**src/rtl/if_pkg.sv**
```systemverilog
// rtl/if_pkg.sv - shared types and constants for the instruction fetch unit
//
// Purpose: address/data widths, fetch FSM state encoding, prefetch entry
//          layout and the fetch-address increment helper.

package if_pkg;

  localparam int ADDR_W = 8;
  localparam int DATA_W = 8;

  typedef enum logic [1:0] {
    IDLE = 2'd0,
    REQ  = 2'd1,
    DROP = 2'd2
  } fetch_state_t;

  typedef struct packed {
    logic [ADDR_W-1:0] pc;
    logic [DATA_W-1:0] data;
  } fetch_entry_t;

  // Sequential fetch address; 8'hFF rolls over to 8'h00.
  function automatic logic [ADDR_W-1:0] next_addr(input logic [ADDR_W-1:0] a);
    return a + 8'd1;
  endfunction

endpackage

```
**src/rtl/if_fifo.sv**
```systemverilog
// rtl/if_fifo.sv - prefetch FIFO of fetched {pc, data} entries
//
// Purpose: small power-of-two FIFO buffering fetched bytes with their
//          addresses. Flush has priority over push and pop.
// Ports:
//   clk        in   system clock, rising edge
//   rst        in   asynchronous active-low reset
//   push       in   write push_data at the tail
//   push_data  in   entry to write
//   pop        in   drop the head entry
//   flush      in   empty the FIFO (wins over push/pop)
//   count      out  number of stored entries, 0..DEPTH
//   full       out  count == DEPTH
//   empty      out  count == 0
//   head       out  oldest stored entry

module if_fifo
  import if_pkg::*;
#(
  parameter int DEPTH = 4
) (
  input  logic                       clk,
  input  logic                       rst,
  input  logic                       push,
  input  fetch_entry_t               push_data,
  input  logic                       pop,
  input  logic                       flush,
  output logic [$clog2(DEPTH):0]     count,
  output logic                       full,
  output logic                       empty,
  output fetch_entry_t               head
);

  localparam int PW = $clog2(DEPTH);
  localparam int CW = PW + 1;

  fetch_entry_t  mem [DEPTH];
  logic [PW-1:0] rd_ptr;
  logic [PW-1:0] wr_ptr;
  logic          do_push;
  logic          do_pop;

  assign full    = (count == CW'(DEPTH));
  assign empty   = (count == '0);
  assign head    = mem[rd_ptr];
  assign do_push = push && !full;
  assign do_pop  = pop && !empty;

  always_ff @(posedge clk or negedge rst) begin
    if (!rst) begin
      rd_ptr <= '0;
      wr_ptr <= '0;
      count  <= '0;
    end else if (flush) begin
      rd_ptr <= '0;
      wr_ptr <= '0;
      count  <= '0;
    end else begin
      if (do_push) wr_ptr <= wr_ptr + 1'b1;
      if (do_pop)  rd_ptr <= rd_ptr + 1'b1;
      case ({do_push, do_pop})
        2'b10:   count <= count + 1'b1;
        2'b01:   count <= count - 1'b1;
        default: count <= count;
      endcase
    end
  end

  // Storage needs no reset: count gates every read of it.
  always_ff @(posedge clk) begin
    if (do_push && !flush) mem[wr_ptr] <= push_data;
  end

endmodule

```
**src/rtl/instr_fetch.sv**
```systemverilog
// rtl/instr_fetch.sv - instruction fetch unit: memory read FSM + prefetch FIFO
//
// Purpose: issues single-outstanding byte reads starting at RESET_ADDR or a
//          redirect target, buffers fetched bytes in if_fifo and presents
//          them to the decoder over valid/ready. A redirect flushes the
//          FIFO; a read already in flight is completed and its data dropped.
// Optional: IF_BYPASS_EN - when the FIFO is empty, an acked byte is shown to
//           the decoder in the same cycle and is not stored if accepted.
// Ports:
//   clk            in   system clock, rising edge
//   rst            in   asynchronous active-low reset
//   redirect       in   one-cycle pulse: restart fetch at redirect_addr
//   redirect_addr  in   new fetch address
//   mem_req        out  read request, held until mem_ack
//   mem_addr       out  read address, stable while mem_req
//   mem_ack        in   read complete
//   mem_rdata      in   read data, valid with mem_ack
//   instr_valid    out  an instruction is presented
//   instr          out  instruction byte
//   instr_pc       out  address of instr
//   instr_ready    in   decoder accepts the presented instruction

module instr_fetch
  import if_pkg::*;
#(
  parameter int          DEPTH      = 4,
  parameter logic [7:0]  RESET_ADDR = 8'h00
) (
  input  logic       clk,
  input  logic       rst,
  input  logic       redirect,
  input  logic [7:0] redirect_addr,
  output logic       mem_req,
  output logic [7:0] mem_addr,
  input  logic       mem_ack,
  input  logic [7:0] mem_rdata,
  output logic       instr_valid,
  output logic [7:0] instr,
  output logic [7:0] instr_pc,
  input  logic       instr_ready
);

  localparam int CW = $clog2(DEPTH) + 1;

  fetch_state_t  state, state_nxt;
  logic [7:0]    fetch_addr, fetch_addr_nxt;
  logic [7:0]    drop_addr, drop_addr_nxt;
  fetch_entry_t  hold;

  logic          fifo_push;
  logic          fifo_pop;
  logic          fifo_flush;
  logic [CW-1:0] fifo_count;
  logic [CW-1:0] count_nxt;
  logic          fifo_full;
  logic          fifo_empty;
  fetch_entry_t  fifo_head;
  fetch_entry_t  fetched;

  logic          bypass_valid;
  logic          bypass_take;

  assign fetched = '{pc: fetch_addr, data: mem_rdata};

`ifdef IF_BYPASS_EN
  assign bypass_valid = fifo_empty && (state == REQ) && mem_ack && !redirect;
`else
  assign bypass_valid = 1'b0;
`endif
  assign bypass_take = bypass_valid && instr_ready;

  // Good data only arrives in REQ; in DROP the ack belongs to a stale address.
  assign fifo_push  = (state == REQ) && mem_ack && !redirect && !bypass_take;
  // A redirect flushes, so a pop in the same cycle is meaningless.
  assign fifo_pop   = !fifo_empty && instr_ready && !redirect;
  assign count_nxt  = fifo_count + CW'(fifo_push) - CW'(fifo_pop);

  if_fifo #(.DEPTH(DEPTH)) u_fifo (
    .clk       (clk),
    .rst       (rst),
    .push      (fifo_push),
    .push_data (fetched),
    .pop       (fifo_pop),
    .flush     (fifo_flush),
    .count     (fifo_count),
    .full      (fifo_full),
    .empty     (fifo_empty),
    .head      (fifo_head)
  );

  always_ff @(posedge clk or negedge rst) begin
    if (!rst) begin
      state      <= IDLE;
      fetch_addr <= RESET_ADDR;
      drop_addr  <= RESET_ADDR;
    end else begin
      state      <= state_nxt;
      fetch_addr <= fetch_addr_nxt;
      drop_addr  <= drop_addr_nxt;
    end
  end

  always_comb begin
    state_nxt      = state;
    fetch_addr_nxt = fetch_addr;
    drop_addr_nxt  = drop_addr;
    fifo_flush     = 1'b0;
    case (state)
      IDLE: begin
        if (redirect) begin
          fifo_flush     = 1'b1;
          fetch_addr_nxt = redirect_addr;
          state_nxt      = REQ;
        end else if (!fifo_full) begin
          state_nxt = REQ;
        end
      end
      REQ: begin
        if (redirect) begin
          fifo_flush     = 1'b1;
          fetch_addr_nxt = redirect_addr;
          if (mem_ack) begin
            state_nxt = REQ;
          end else begin
            // Keep the in-flight address on the bus until its ack.
            drop_addr_nxt = fetch_addr;
            state_nxt     = DROP;
          end
        end else if (mem_ack) begin
          fetch_addr_nxt = next_addr(fetch_addr);
          // Only re-request with guaranteed room so an ack never overflows.
          state_nxt      = (count_nxt < CW'(DEPTH)) ? REQ : IDLE;
        end
      end
      DROP: begin
        if (redirect) begin
          fifo_flush     = 1'b1;
          fetch_addr_nxt = redirect_addr;
        end
        if (mem_ack) state_nxt = REQ;
      end
      default: state_nxt = IDLE;
    endcase
  end

  assign mem_req  = (state != IDLE);
  assign mem_addr = (state == DROP) ? drop_addr : fetch_addr;

  // Last presented entry, so instr/instr_pc hold once the FIFO drains.
  always_ff @(posedge clk or negedge rst) begin
    if (!rst) begin
      hold <= '0;
    end else if (!fifo_empty) begin
      hold <= fifo_head;
    end else if (bypass_valid) begin
      hold <= fetched;
    end
  end

  assign instr_valid = !fifo_empty || bypass_valid;
  assign instr       = !fifo_empty ? fifo_head.data
                     : bypass_valid ? mem_rdata : hold.data;
  assign instr_pc    = !fifo_empty ? fifo_head.pc
                     : bypass_valid ? fetch_addr : hold.pc;

endmodule

```
**config.mk**
```make
export PLATFORM = sky130hd
export DESIGN_NAME = instr_fetch
export DESIGN_NICKNAME = d
export VERILOG_FILES = /design/src/rtl/if_pkg.sv /design/src/rtl/if_fifo.sv /design/src/rtl/instr_fetch.sv
export SDC_FILE = /design/constraint.sdc
export NUM_CORES = 1
export LEC_CHECK = 0
export CAP_MARGIN = 25
export CORE_UTILIZATION = 35
export CTS_CLUSTER_DIAMETER = 150
export DETAILED_ROUTE_END_ITERATION = 10
export PLACE_DENSITY_LB_ADDON = 0.05
export SLEW_MARGIN = 20
export SYNTH_ARGS = -nofsm -noshare
export SYNTH_HDL_FRONTEND = slang
export SYNTH_SLANG_ARGS = --single-unit
```
**constraint.sdc**
```tcl
create_clock -name clk -period 3 [get_ports clk]
set_clock_uncertainty 0.1 [all_clocks]
set_input_delay 0.9 -clock clk [delete_from_list [all_inputs] [get_ports clk]]
set_output_delay 0.9 -clock clk [all_outputs]
set_load 0.03 [all_outputs]
```
==> Word-level counts from Yosys, hierarchy flattened <==
Memory sizes are Yosys's and may differ from the RTL's.
Index checks and enable logic that the tools add are counted.
{ "op_classes": {"n_eq_ne": 9, "bitwise": 1, "n_mux": 25, "reduce_logical": 23, "n_lt_le_gt_ge": 1, "addsub": 7} }
{ "op_table": {"columns": ["operator", "n"], "rows": [
  ["$mux 8", 6],
  ["$mux 2", 10],
  ["$pmux 8 s2", 1],
  ["$reduce_and 3->1", 3],
  ["$add 8x1->8 const B", 1],
  ["$reduce_bool 2->1", 4],
  ["$logic_and 1x1->1", 7],
  ["$ne 3x3->1 const B", 2],
  ["$pmux 2 s3", 1],
  ["$pmux 3 s2", 1],
  ["$mux 1", 5],
  ["$add 2x1->2 const B", 2],
  ["$eq 2x1->1 const B", 2],
  ["$eq 2x2->1 const B", 2],
  ["$logic_not 1->1", 4],
  ["$add 3x1->3", 1],
  ["$add 3x1->3 const B", 1],
  ["$eq 3x3->1 const B", 1],
  ["$logic_not 3->1", 1],
  ["$lt 3x3->1 const B", 1],
  ["$mux 3", 1],
  ["$reduce_bool 3->1", 1],
  ["$reduce_or 3->1", 1],
  ["$sub 3x1->3", 1],
  ["6 further kinds", 6]
]} }
{ "word_totals": {"input_bits": 21, "ram_bits": 64, "reg_bits": 41, "mem_count": 1, "output_inout_bits": 26, "elab_cells": 75} }
{ "mem_list": {"columns": ["memory", "depth", "width", "read_ports", "rd_clocked_by_memory_dff", "wr", "line_no", "text"], "rows": [
  ["u_fifo.mem", 4, 16, 1, 0, 1, "if_fifo.sv:37", "fetch_entry_t mem [DEPTH];"]
]} }

==> Logic depth before layout (Yosys ltp) <==
{ "depth": {"word_depth": 10, "depth_mapped": 12, "mapped_depth_nobuf": 10} }

==> By module <==
Synthesis repeated with hierarchy kept, for this count alone.
{ "unflattened": {"hier_cells": 291, "area_unflattened_um2": 4558.1} }
{ "modules_own_cells": {"columns": ["module", "n_inst", "area_per_inst_um2", "cells_per_inst"], "rows": [
  ["if_fifo", 1, 2886.5, 148],
  ["instr_fetch", 1, 1671.6, 143]
]} }

==> Worst setup path after synthesis <==
No wires, ideal clock.
{ "synth_path": {"path_type": "input to register", "start": "input port mem_ack", "end": "register u_fifo.count[1]", "required_time_ns": 2.799, "path_stages": 8, "setup_time_ns": 0.101, "arrival_time_ns": 2.337, "slack_ns": 0.463, "path_cell_list": "buf_4 nand4bb_1 buf_2 a21oi_4 nor2_1 fa_1 o21ai_0 o32ai_1"} }
{ "synth_via": {"elab_chain_cells": 6, "word_cells_on_any_way": 8} }
{ "synth_lines": {"columns": ["item", "line_no", "text"], "rows": [
  ["start, declared", "instr_fetch.sv:35", "input logic mem_ack,"],
  ["$logic_and 1x1->1 * (2 in a row)", "instr_fetch.sv:73", "assign fifo_push = (state == REQ) && mem_ack && !redirect && !bypass_take;"],
  ["$logic_and 1x1->1 *", "if_fifo.sv:46", "assign do_push = push && !full;"],
  ["$eq 2x1->1 or $eq 2x2->1 (tied branches)", "if_fifo.sv:61", "case ({do_push, do_pop})"],
  ["$pmux 3 s2", "if_fifo.sv:61", null],
  ["$mux 3", "if_fifo.sv:54", "end else if (flush) begin"],
  ["end signal, assigned", "if_fifo.sv:62", "2'b10: count <= count + 1'b1;"],
  ["end signal, assigned", "if_fifo.sv:63", "2'b01: count <= count - 1'b1;"],
  ["end signal, assigned", "if_fifo.sv:64", "default: count <= count;"],
  ["end, declared", "if_fifo.sv:28", "output logic [$clog2(DEPTH):0] count,"]
]} }
Every way passes the cells marked *; elsewhere a longest branch is shown, timed or not.
A chain may end at the register's enable or synchronous reset.

==> Final worst setup path <==
{ "layout_path": {"start": "register u_fifo.rd_ptr[0]", "end": "output port instr_pc[7]"} }
{ "layout_via": {"elab_chain_cells": 2} }
{ "layout_lines": {"columns": ["item", "line_no", "text"], "rows": [
  ["start, declared", "if_fifo.sv:38", "logic [PW-1:0] rd_ptr;"],
  ["start signal, assigned", "if_fifo.sv:60", "if (do_pop) rd_ptr <= rd_ptr + 1'b1;"],
  ["$mem_v2 4x16", null, null],
  ["$mux 8", "instr_fetch.sv:163", "assign instr_pc = !fifo_empty ? fifo_head.pc"],
  ["end, declared", "instr_fetch.sv:39", "output logic [7:0] instr_pc,"]
]} }
Every way passes these cells.

==> summary.txt <==
status = finished, final reports clean
FMAX = 0.344 GHz
GRT Total Usage = 0.152
final design utilization = 0.446
CTS tree = built
Crit Path Category = reg2out
total power = 4.85 mW
Pwr Density = 858 nW/µm²
most frequent cells in the layout = edfxtp_1 (64), nand2_1 (60), dfrtp_1 (41)
I/O Buffers = 46
Primary FF master, synth = edfxtp_1
Max-Cap Viols = 0
post-synth cell types = 50
Tmin final = 2.91 ns
hold path cells = 2
Reg2Reg Depth = 10
first-pass GRT wire length = 14800 µm
crit start category = flip-flop
Hold Path Class = reg2reg
Yosys warnings = 0
top cell type's share of synthesized area = 0.421
RSZ-0062 raised after global routing = false
most common cell after layout, fill and taps aside = edfxtp_1
# diodes = 0
worst-margin pin slew = 0.544 ns
Post-Syn Area = 4570 µm²
Sw Ratio = 0.350
clock buffer count from CTS = 9
top cells by area, synth = edfxtp_1 (42%), dfrtp_1 (22%), mux4_2 (7.9%), nand2_1 (4.9%), mux2_2 (3.7%)
DP HPWL = 6130 µm
Logic pwr share = 0.340
Arr. time, crit path = 1.91 ns
H-tree levels = 3
1st-pass router iterations = 4
via/cell ratio = 4.85
final setup fails = 0
sequential area share after synthesis = 0.646
final hold slack = 0.359 ns
initial antenna violation count = 0
initial DRC count = 167
period utilization = 0.970
pin count of the biggest net entering global routing = 24
Syn Nets = 356
vias = 2769
CTS clk-pin slew, worst paths = 0.06 ns
Root Buffer = clkbuf_16
Rel. slew slack = 0.637
Die Area = 13500 µm²
vias in the first global route = 2732
Core Rows = 41
number of enable flip-flop cells after synthesis = 64
cells after synthesis = 327
Finished Layout Cells = 571
Worst Path Max Fanout = 11
CTS Buffer Depth = 2
register bit total from synthesis = 105
Syn Area/Cell = 14.0 µm²
area delta synth->final = 23.9%
fraction of layout cells with a size suffix above 1 = 0.248
initial core utilization = 0.360
switching power = 1.70 mW
setup_tns = 0 ns
Crit path required time = 2.00 ns
Ports = 47
Async S/R FF share, synth = 0.390
final-report hold violation count = 0
GRT overflow = 0
Int Power = 3.15 mW
Max Slew Vio Count = 0
wire per inst = 16.3 µm
# hold bufs at CTS = 0
# fillers = 1202
share of power burned in registers = 0.418
peak supply drop = 0.352 mV
die width = 116 µm
core area = 12700 µm²
Leakage = 2.17 nW
gp weighted congestion = 0.831
clock network power share = 0.242
Final ANT Viol Nets = 0
cell taking the most area after synthesis = edfxtp_1
nets = 423
die height = 116 µm
Skew-Pair Late Insertion Delay = 0.34 ns
routed wire length = 9310 µm
placed cells = 554
drc violations = 0
critical path capture point type = output port
clock sinks = 105
==> registers in the layout, summed over array words and instances (netlist names) <==
signal,count
u_fifo.rd_ptr,2
hold,16
u_fifo.mem,64
u_fifo.count,3
drop_addr,8
u_fifo.wr_ptr,2
state,2
fetch_addr,8
==> power by group through the flow <==
stage / combinational (mW) / clock (mW) / sequential, mW
after floorplan: 1.11 / 0 / 2.01
after global placement: 1.81 / 0 / 2.05
after detailed placement: 1.82 / 0 / 2.06
after CTS: 1.69 / 1.22 / 2.03
after global routing: 1.80 / 1.26 / 2.07
final: 1.65 / 1.17 / 2.03
==> cell usage after synthesis (4+ instances only) <==
master / instances
inv_1: 9
mux2_2: 15
mux4_2: 16
dfrtp_1: 41
ha_1: 7
a21oi_1: 10
and2_1: 5
buf_2: 10
buf_4: 4
nand3_1: 7
o21ai_0: 8
o22ai_1: 4
nor2_1: 17
edfxtp_1: 64
nand2_1: 60
==> final cells by class <==
class	count	area [µm²]	share of cell area
inverter	10	40.0	0.00708
clock inverter	5	56.3	0.00996
sequential	105	2950	0.521
clock buffer	11	243	0.0429
tap	172	215	0.0381
multi-input combinational	195	1480	0.262
timing repair buffer	73	672	0.119
==> per-stage QoR <==
| step | setup slack [ns] | area, µm² |
|---|---|---|
| 3_5_place_dp | 0.0270 | 5410 |
| 3_3_place_gp | 0.0467 | 5410 |
| 5_1_grt | 0.00272 | 5660 |
| 6_report | 0.0903 | 5660 |
| 4_1_cts | 0.00452 | 5670 |
| 2_1_floorplan | 0.463 | 4570 |
==> critical path, cell delays in order (launching register included) <==
cell	delay, ns
dfrtp_1	0.40
buf_12	0.17
mux4_2	0.51
nand2_1	0.08
nand2_1	0.07
clkdlybuf4s15_1	0.34
==> routing by layer <==
| layer | share of wire | GRT usage | vias to the layer above |
|---|---|---|---|
| li1 | - | - | 1325 |
| met1 | 0.44 | 0.189 | 1360 |
| met2 | 0.50 | 0.256 | 72 |
| met3 | 0.050 | 0.0420 | 12 |
| met4 | 0.016 | 0.0547 | 0 |
| met5 | 0 | 0 | - |
==> cells by family after synthesis <==
logic type	share of synthesized area
AO/OA/AOI/OAI	0.0614
adder cells (fa/ha/maj)	0.0236
AND/OR/NAND/NOR	0.114
multiplexers	0.118
XOR/XNOR	0.00767
flip-flops	0.646
buffers and inverters	0.0299
==> what timing repair did <==
| item | in CTS | in global routing |
|---|---|---|
| endpoints found under the setup margin | 21 | 7 |
| resized for setup | 45 | 12 |
| setup buffers | 1 | 0 |
==> worst paths after layout <==
| check | from | end | slack (ns) |
|---|---|---|---|
| max | u_fifo.rd_ptr[0] | instr_pc[7] | 0.09 |
| min | hold[14] | hold[14] | 0.36 |
| max reg2reg | u_fifo.count[0] | state[0] | 0.71 |
| min reg2reg | hold[14] | hold[14] | 0.36 |
| max in group asynchronous | rst | fetch_addr[7] | 1.84 |
| min in group asynchronous | rst | hold[0] | 0.43 |
Power figures use the tool's default switching activity.
